### src/rtl/instruction_fetch.sv
// instruction_fetch: fetch front end between the program counter and the decoder.
// Issues one instruction-memory read per instruction, pulses pc_inc once per
// accepted fetch, buffers {address, word} pairs in a DEPTH-entry FIFO and
// presents the head entry to the decoder. flush discards buffered and
// in-flight fetches.
// Optional feature: define IFETCH_STATS_EN to add the fetch_count output.
//
// Handshakes:
//   memory  : mem_req rises with mem_addr and both stay constant until the
//             cycle where mem_ack is high; the ack edge completes the read.
//   decoder : an entry transfers on every rising edge where instr_valid and
//             instr_ready are both high (and flush is low).
module instruction_fetch #(
  parameter int WIDTH = 16,
  parameter int DEPTH = 4
) (
  input  logic             clk,
  input  logic             rst,
  input  logic [WIDTH-1:0] pc_value,
  output logic             pc_inc,
  output logic             mem_req,
  output logic [WIDTH-1:0] mem_addr,
  input  logic             mem_ack,
  input  logic [WIDTH-1:0] mem_rdata,
  input  logic             flush,
  input  logic             halt,
  output logic             instr_valid,
  input  logic             instr_ready,
  output logic [WIDTH-1:0] instr_data,
  output logic [WIDTH-1:0] instr_pc,
  output logic [1:0]       fsm_state
`ifdef IFETCH_STATS_EN
  ,
  output logic [WIDTH-1:0] fetch_count
`endif
);

  localparam int PW = $clog2(DEPTH);
  localparam logic [PW:0] CNT_FULL = (PW+1)'(DEPTH);

  typedef enum logic [1:0] {
    IDLE = 2'd0,
    REQ  = 2'd1,
    WAIT = 2'd2,
    DROP = 2'd3
  } state_t;

  state_t state, next_state;
  logic   pc_inc_q;
  logic   load_addr;
  logic   push;
  logic   set_inc;
  logic   pop;

  logic [PW-1:0]    wr_ptr, rd_ptr;
  logic [PW:0]      count;
  logic [WIDTH-1:0] data_mem [DEPTH];
  logic [WIDTH-1:0] pc_mem   [DEPTH];

  // Next-state and per-edge actions; flush wins over every transition.
  always_comb begin
    next_state = state;
    load_addr  = 1'b0;
    push       = 1'b0;
    set_inc    = 1'b0;
    unique case (state)
      IDLE: begin
        if (!halt && !flush && (count < CNT_FULL)) begin
          next_state = REQ;
          load_addr  = 1'b1;
        end
      end
      REQ: begin
        if (mem_ack) begin
          if (flush) begin
            next_state = IDLE;
          end else begin
            push       = 1'b1;
            set_inc    = 1'b1;
            next_state = WAIT;
          end
        end else if (flush) begin
          next_state = DROP;
        end
      end
      WAIT: next_state = IDLE;
      DROP: begin
        if (mem_ack) next_state = IDLE;
      end
      default: next_state = IDLE;
    endcase
  end

  // State register, increment pulse and the registered read address.
  always_ff @(posedge clk or negedge rst) begin
    if (!rst) begin
      state    <= IDLE;
      pc_inc_q <= 1'b0;
      mem_addr <= '0;
    end else begin
      state    <= next_state;
      pc_inc_q <= set_inc;
      if (load_addr) mem_addr <= pc_value;
    end
  end

  // A redirect load in the same cycle always beats the increment.
  assign pc_inc      = pc_inc_q & ~flush;
  assign mem_req     = (state == REQ) || (state == DROP);
  assign instr_valid = (count != '0);
  assign pop         = instr_valid & instr_ready & ~flush;
  assign fsm_state   = state;

  // FIFO pointers and occupancy; flush empties the buffer on its edge.
  always_ff @(posedge clk or negedge rst) begin
    if (!rst) begin
      wr_ptr <= '0;
      rd_ptr <= '0;
      count  <= '0;
    end else if (flush) begin
      wr_ptr <= '0;
      rd_ptr <= '0;
      count  <= '0;
    end else begin
      if (push) wr_ptr <= wr_ptr + PW'(1);
      if (pop)  rd_ptr <= rd_ptr + PW'(1);
      if (push && !pop)      count <= count + (PW+1)'(1);
      else if (pop && !push) count <= count - (PW+1)'(1);
    end
  end

  // FIFO storage; contents are only observable while counted as valid.
  always_ff @(posedge clk) begin
    if (push) begin
      data_mem[wr_ptr] <= mem_rdata;
      pc_mem[wr_ptr]   <= mem_addr;
    end
  end

  // Head entry is forced to zero when the FIFO is empty so reset shows zeros.
  assign instr_data = instr_valid ? data_mem[rd_ptr] : '0;
  assign instr_pc   = instr_valid ? pc_mem[rd_ptr]   : '0;

`ifdef IFETCH_STATS_EN
  // Accepted-fetch counter; dropped fetches and flushes leave it untouched.
  always_ff @(posedge clk or negedge rst) begin
    if (!rst) fetch_count <= '0;
    else if (push) fetch_count <= fetch_count + WIDTH'(1);
  end
`endif

endmodule

### config.mk
export PLATFORM = sky130hd
export DESIGN_NAME = instruction_fetch
export DESIGN_NICKNAME = d
export VERILOG_FILES = /design/src/rtl/instruction_fetch.sv
export SDC_FILE = /design/constraint.sdc
export NUM_CORES = 1
export LEC_CHECK = 0
export ABC_CLOCK_PERIOD_IN_PS = 6450
export BUFFER_PORTS_ARGS = -buffer_cell sky130_fd_sc_hd__buf_2
export CORE_ASPECT_RATIO = 1.4
export CORE_MARGIN = 4
export CORE_UTILIZATION = 47
export DETAILED_ROUTE_END_ITERATION = 7
export PLACE_DENSITY_LB_ADDON = 0.12
export SYNTH_ARGS = -nofsm -noshare
export SYNTH_HDL_FRONTEND = slang
export SYNTH_SLANG_ARGS = --single-unit
### constraint.sdc
create_clock -name clk -period 6.45 [get_ports clk]
set_clock_uncertainty 0.15 [all_clocks]
set_input_delay 1.935 -clock clk [delete_from_list [all_inputs] [get_ports clk]]
set_output_delay 1.935 -clock clk [all_outputs]
set_load 0.1 [all_outputs]
=== Word-level counts from Yosys, hierarchy flattened ===
Memory sizes are Yosys's and may differ from the RTL's.
Index checks and enable logic that the tools add are counted.

* Add/subtract/negate cells: 4
* Magnitude comparators: 1
* Equality and inequality tests: 6
* Mux-type cells: 22
* Bitwise gates (word level): 4
* Reductions and logical operators: 15

{| class="wikitable"
|+ Operator list
! cell !! number
|-
| $mux 16 || 2
|-
| $mux 2 || 9
|-
| $mux 3 || 3
|-
| $pmux 2 s4 || 1
|-
| $mux 1 || 7
|-
| $reduce_bool 3->1 || 2
|-
| $add 2x1->2 const B || 2
|-
| $eq 2x2->1 const B || 2
|-
| $logic_and 1x1->1 || 4
|-
| $logic_not 1->1 || 4
|-
| $ne 2x2->1 const B || 2
|-
| $reduce_bool 2->1 || 2
|-
| $add 3x1->3 const B || 1
|-
| $and 1x1->1 || 3
|-
| $lt 3x3->1 const B || 1
|-
| $ne 3x3->1 const B || 1
|-
| $reduce_and 3->1 || 1
|-
| $sub 3x1->3 const B || 1
|-
| $eq 2x1->1 const B || 1
|-
| $logic_not 2->1 || 1
|-
| $logic_or 1x1->1 || 1
|-
| $not 1->1 || 1
|}

* Register bits after elaboration: 26
* RAM bits: 128
* Output and inout port bits: 53
* Logic and storage cells: 60
* Memories: 2

{| class="wikitable"
|+ Memories
! memory !! words !! bits a word !! rd ports !! clocked after memory_dff !! write ports !! line !! RTL
|-
| data_mem || 4 || 16 || 1 || 0 || 1 || 57 || <nowiki>logic [WIDTH-1:0] data_mem [DEPTH];</nowiki>
|-
| pc_mem || 4 || 16 || 1 || 0 || 1 || 58 || <nowiki>logic [WIDTH-1:0] pc_mem [DEPTH];</nowiki>
|}

=== Logic depth before layout (Yosys ltp) ===
Gate-level depths: netlist of the first run.

* Depth after elaboration: 8
* Mapped depth: 7
* Depth with buffers taken out: 7

=== Worst setup path after synthesis of the first run ===
Ideal clock, no wire load.

* Path type: input port to output port
* Start point: input port flush
* End point: output port pc_inc
* Data arrival time: 3.464 ns
* Data required time: 4.365 ns
* Setup slack: 0.901 ns
* Stages on the path: 2
* Path buffers: 1
* Path through: clkbuf_1 -> nor2b_1

* Word-level cells in the longest chain between the ends: 2

{| class="wikitable"
|+ RTL lines
! item !! line !! RTL
|-
| start, declared || 25 || <nowiki>input logic flush,</nowiki>
|-
| $not 1->1 || 108 || <nowiki>assign pc_inc = pc_inc_q & ~flush;</nowiki>
|-
| $and 1x1->1 || 108 ||
|-
| end, declared || 20 || <nowiki>output logic pc_inc,</nowiki>
|}

Every way passes these cells.

=== Worst setup path after layout of the first run ===
* Start point: register rd_ptr[0]
* End point: output port instr_data[1]

* Word-level cells in the longest chain between the ends: 2

{| class="wikitable"
|+ RTL lines
! item !! line !! RTL
|-
| start, declared || 55 || <nowiki>logic [PW-1:0] wr_ptr, rd_ptr;</nowiki>
|-
| start signal, assigned || 126 || <nowiki>if (pop) rd_ptr <= rd_ptr + PW'(1);</nowiki>
|-
| $mem_v2 4x16 || -- ||
|-
| $mux 16 || 141 || <nowiki>assign instr_data = instr_valid ? data_mem[rd_ptr] : '0;</nowiki>
|-
| end, declared || 29 || <nowiki>output logic [WIDTH-1:0] instr_data,</nowiki>
|}

Every way passes these cells.

==> results.cfg, run 1 <==
[run_status]
outcome = completed

[die]
die_area_um2 = 14900
io_pins = 91
fp.dieW_um = 104
die_h_um = 143
core_area_um2 = 12500
rows = 48
start_util = 0.487

[clocking]
cts_resized = 0
cts_tree = built
clock_latency_ns = 0.41
clock-root-buffer = clkbuf_16
clock_path_buffers = 2
htreeDepth = 4
cts_setup_buffers = 0
clk_pin_slew_ns = 0.06
cts.sinks = 154
cts_buffers = 17
cts_hold_buf = 0

[timing]
layout_setup_ws_ns = 1.66
min_period_ns = 4.79
worst_hold_slack_ns = 0.384
relSlewSlack = 0.406
tightest_slew_ns = 0.891
hold_violations = 0
final-setup-viol-count = 0
maxSlewViolCount = 0
post-route-period-util = 0.742
fmaxAchievable_mhz = 209
tns_ns = 0
grt_setup_unrepaired = false

[final_layout]
diodes = 0
nets = 441
area_growth_pct = 18.8
drive_gt1_frac = 0.433
final_cell_mix = 128 x edfxtp_1, 90 x buf_2, 33 x nor2b_1, 32 x mux4_2, 24 x dfrtp_1
final_common_cell = edfxtp_1
final_util = 0.579

[setup_path]
worstSetupPathType = register to output port
start_kind = register
arrival_ns = 2.70
r2r_cells = 4
required_ns = 4.37
path_max_fanout = 24
timing.critical_path.to_type = output port

[placed_design]
post-dp-hpwl_um = 6530
place_ws_ns = 1.70
gp_congestion = 0.723
portBuffers = 90

[route]
wl_per_cell_um = 19.5
vias = 3014
drcViolationCount = 0
viasPerCell = 5.37
drt_iter0_drc = 128
routed_wl_um = 10900
dr.pass1.iters = 5
drtAntennaViolNets = 0

[synthesis]
synth_top_cell_by_area = edfxtp_1
synthTopCellsByArea = edfxtp_1 63%, mux4_2 12%, dfrtp_1 11%
synth_seq_cells = 154
yosys_warnings = 0
syn_area_per_cell_um2 = 20.2
ys_types = 34
synth_cells = 301
ys_seq_area_frac = 0.738
synth_top_area_share = 0.631
dominantRegCellSynth = edfxtp_1
syn-num-nets = 344
synth_edf_count = 128
synth_area_um2 = 6090
synth_async_sr_flop_share = 0.169

[global_route]
grt_max_degree = 34
antenna_found_initial = 0
track_usage = 0.159
gr-total-overflow = 0
grt_pass1_wl_um = 17600
grt_pass1_vias = 3300

[worst_hold_path]
hp-class = register to register
min_delay_path_depth = 0

[run]
drv_cap = 0
[path summary, 6_finish.rpt]
path                                 end  slack [ns]    startpoint
min                         pc_mem[1][3]        0.38   mem_addr[3]
max                        instr_data[1]        1.66     rd_ptr[0]
min reg2reg                 pc_mem[1][3]        0.38   mem_addr[3]
max reg2reg                pc_mem[2][10]        4.18  fsm_state[1]
max in group asynchronous      rd_ptr[0]        4.27           rst
min in group asynchronous    mem_addr[8]        1.41           rst
[synthesized netlist by cell type (2+ instances only)]
cell type  count
and2_1         6
buf_2          4
buf_4          3
buf_6          2
clkbuf_1       6
dfrtp_1       26
edfxtp_1     128
ha_1           4
inv_1          6
mux2_2         7
mux2_4         9
mux4_2        32
nand2_1        2
nand3_1        2
nand4_1        2
nor2_1         7
nor2b_1       33
nor3_1         3
nor4b_1        2
xnor2_1        3
[through the flow]
stage               cells  area (um2)
CTS                   561        7230
finish                561        7230
global placement      529        6670
detailed placement    529        6670
floorplan             301        6090
global route          561        7230
[cell type report]
type	count	area, um2
sequential	154	4500
multi-input combinational	125	1490
tap	150	188
fill	987	5260
timing repair buffer	93	473
inverter	7	26.3
clock inverter	14	131
clock buffer	18	429
[critical path: stages (launching register included)]
cell     delay (ns)
dfrtp_2        0.91
buf_4          0.38
mux4_2         0.54
nor2b_1        0.14
buf_2          0.31
[registers in the layout, summed over array words and instances (netlist names)]
register	flops
pc_inc_q	1
count	3
mem_addr	16
fsm_state	2
wr_ptr	2
data_mem	64
pc_mem	64
rd_ptr	2
[layer usage]
| metal | global-route usage | up-vias | wire length [um] |
|---|---|---|---|
| met5 | 0 | - | 0 |
| met4 | 0.0483 | 0 | 76 |
| met3 | 0.0461 | 7 | 451 |
| met2 | 0.272 | 78 | 5850 |
| met1 | 0.197 | 1558 | 4570 |
| li1 | - | 1371 | - |
[kinds of logic (layout without fill, tap and decap cells)]
| logic type | after synthesis | after routing | synth area share |
|---|---|---|---|
| buf+inv | 22 | 132 | 0.0187 |
| simple gates | 62 | 62 | 0.0641 |
| flops | 154 | 154 | 0.738 |
| compound gates | 6 | 6 | 0.00822 |
| xor+xnor | 4 | 4 | 0.00576 |
| mux | 48 | 48 | 0.154 |
| fa+ha+maj | 5 | 5 | 0.0115 |
Power of run 1 is not shown: default switching activity piles up to over one toggle a cycle in this logic, so the estimate is an artifact.
==> run 2: changes to the inputs <==
--- a/config.mk
+++ b/config.mk
@@ -5,7 +5,8 @@
 export SDC_FILE = /design/constraint.sdc
 export NUM_CORES = 1
 export LEC_CHECK = 0
-export ABC_CLOCK_PERIOD_IN_PS = 6450
+export ABC_AREA = 1
+export ABC_CLOCK_PERIOD_IN_PS = 4550
 export BUFFER_PORTS_ARGS = -buffer_cell sky130_fd_sc_hd__buf_2
 export CORE_ASPECT_RATIO = 1.4
 export CORE_MARGIN = 4
==> constraint.sdc (replaced) <==
create_clock -name clk -period 4.55 [get_ports clk]
set_clock_uncertainty 0.15 [all_clocks]
set_input_delay 1.365 -clock clk [delete_from_list [all_inputs] [get_ports clk]]
set_output_delay 1.365 -clock clk [all_outputs]
set_load 0.1 [all_outputs]
==> results.cfg, run 2 <==
[run_status]
outcome = completed

[global_route]
gr-total-overflow = 0
grt_max_degree = 66
track_usage = 0.183
grt_pass1_wl_um = 21100
antenna_found_initial = 0
grt_pass1_vias = 4203

[timing]
relSlewSlack = 0.348
min_period_ns = 3.88
tightest_slew_ns = 0.977
grt_setup_unrepaired = false
maxSlewViolCount = 0
tns_ns = 0
final-setup-viol-count = 0
fmaxAchievable_mhz = 258
hold_violations = 0
post-route-period-util = 0.852

[setup_path]
required_ns = 3.03
cpMaxStageDelayCell = inv_1
path_max_fanout = 26
cp_num_buf_inv = 3
max_stage_delay_ns = 0.72
arrival_ns = 2.36
start_kind = register
worstSetupPathType = register to output port
timing.critical_path.to_type = output port
ff2ff_setup_slack_ns = 2.34
path_cells = nor2_1, nand2_2, inv_1, buf_4, a21oi_1, buf_12
cpLargestDelayFamily = buffers and inverters

[route]
met3WireLength_um = 610
drt_iter0_drc = 202
routed_wl_um = 13200
wl_per_cell_um = 16.9
drcViolationCount = 0
viasPerCell = 5.22
wirelength_met1_um = 5290
drtAntennaViolNets = 0
dr_wl_met2_um = 7240
dr.pass1.iters = 4
highest-signal-layer = met4
vias = 4069

[clocking]
clk_pin_slew_ns = 0.06
cts_setup_buffers = 0
clock_latency_ns = 0.41
cts.sinks = 154
cts_buffers = 17
cts_resized = 0
clock_path_buffers = 2
cts_tree = built
htreeDepth = 4
cts_hold_buf = 0
clock-root-buffer = clkbuf_16

[run]
drv_cap = 0

[final_layout]
drive_gt1_frac = 0.236
final_common_cell = nor2_1
area_growth_pct = 27.0
final_cell_mix = 132 x nor2_1, 128 x edfxtp_1, 67 x o21ai_1, 58 x buf_2, 34 x a21oi_1
nets = 657
top_regs = data_mem (64), pc_mem (64), mem_addr (16)
fill_cells = 1010
diodes = 0

[synthesis]
synth_async_sr_flop_share = 0.169
dominantRegCellSynth = edfxtp_1
synth_top_area_share = 0.619
ys_seq_area_frac = 0.724
synth_area_um2 = 6210
synth_edf_count = 128
syn_area_per_cell_um2 = 11.8
yosysMostFrequentCell = nor2_1
syn-num-nets = 568
synth_seq_cells = 154
synthTopCellsByArea = edfxtp_1 62%, dfrtp_1 10%, nor2_1 8.2%
synth_cells = 525
synthTopCellsByCount = 136 x nor2_1, 128 x edfxtp_1, 67 x o21ai_1, 34 x a21oi_1, 31 x inv_1
ys_types = 25
yosys_warnings = 0
synth_top_cell_by_area = edfxtp_1

[die]
rows = 49
die_area_um2 = 15100
die_h_um = 144
fp.dieW_um = 105
core_area_um2 = 12900
start_util = 0.482
io_pins = 91

[worst_hold_path]
hp-class = register to register

[placed_design]
portBuffers = 90
gp_congestion = 0.759
post-dp-hpwl_um = 8140
## run 2: changes by cell type after synthesis, moves of 6 or more
cell	previous run	this run
mux2_2	7	0
and2_1	6	0
nor2_1	7	136
o21ai_0	1	19
inv_1	6	31
nor2b_1	33	0
mux2_4	9	0
buf_2	4	15
nand2_1	2	29
a21oi_1	0	34
mux4_2	32	0
o21ai_1	0	67
## run 2: per-stage QoR
| stage | util | cells | instance area (um2) | worst slack, ns | hold WS (ns) |
|---|---|---|---|---|---|
| 2_1_floorplan | - | 525 | 6210 | 0.322 | 0.328 |
| 3_3_place_gp | 0.564 | 748 | 7260 | 1.01 | 0.345 |
| 3_5_place_dp | 0.564 | 748 | 7260 | 1.02 | 0.383 |
| 4_1_cts | 0.612 | 780 | 7880 | 0.598 | 0.397 |
| 5_1_grt | 0.612 | 780 | 7880 | 0.436 | 0.418 |
| 6_report | 0.612 | 780 | 7880 | 0.672 | 0.389 |
## run 2: worst paths after layout
check | startpoint | end | cells after the start
max | count[2] | instr_pc[5] | 6
min in group asynchronous | rst | pc_inc_q | 1
min reg2reg | count[0] | count[0] | 2
min | count[0] | count[0] | 2
max reg2reg | fsm_state[0] | data_mem[3][8] | 5
max in group asynchronous | rst | rd_ptr[0] | 1
## run 2: cells by family (layout without fill, tap and decap cells)
| logic type | after synthesis | after routing | synth area share |
|---|---|---|---|
| simple gates | 181 | 181 | 0.117 |
| flops | 154 | 154 | 0.724 |
| compound gates | 121 | 121 | 0.0977 |
| buf+inv | 63 | 165 | 0.0486 |
| fa+ha+maj | 5 | 5 | 0.0113 |
| xor+xnor | 1 | 1 | 0.00141 |
## run 2: metal layers
layer,track usage,vias to the layer above
met1,0.215,1968
met5,0,-
met4,0.0574,0
li1,-,1979
met3,0.0549,4
met2,0.326,118
## run 2: area by class of cell
type	instances	area (um2)	share of cell area
clock buffers	19	453	0.0575
repair buffers	98	1000	0.127
clock inverters	13	165	0.0210
inverters	35	131	0.0167
flip-flops and latches	154	4500	0.570
multi-input cells	308	1440	0.183
well taps	153	191	0.0243
## run 2: worst reg2reg max path, cell delays in order (launching register included)
cell     delay, ns
dfrtp_1       0.42
inv_1         0.06
nor2_1        0.21
nand2_4       0.16
nor2_4        0.53
buf_4         0.38
Power of run 2 is left out for the same reason.
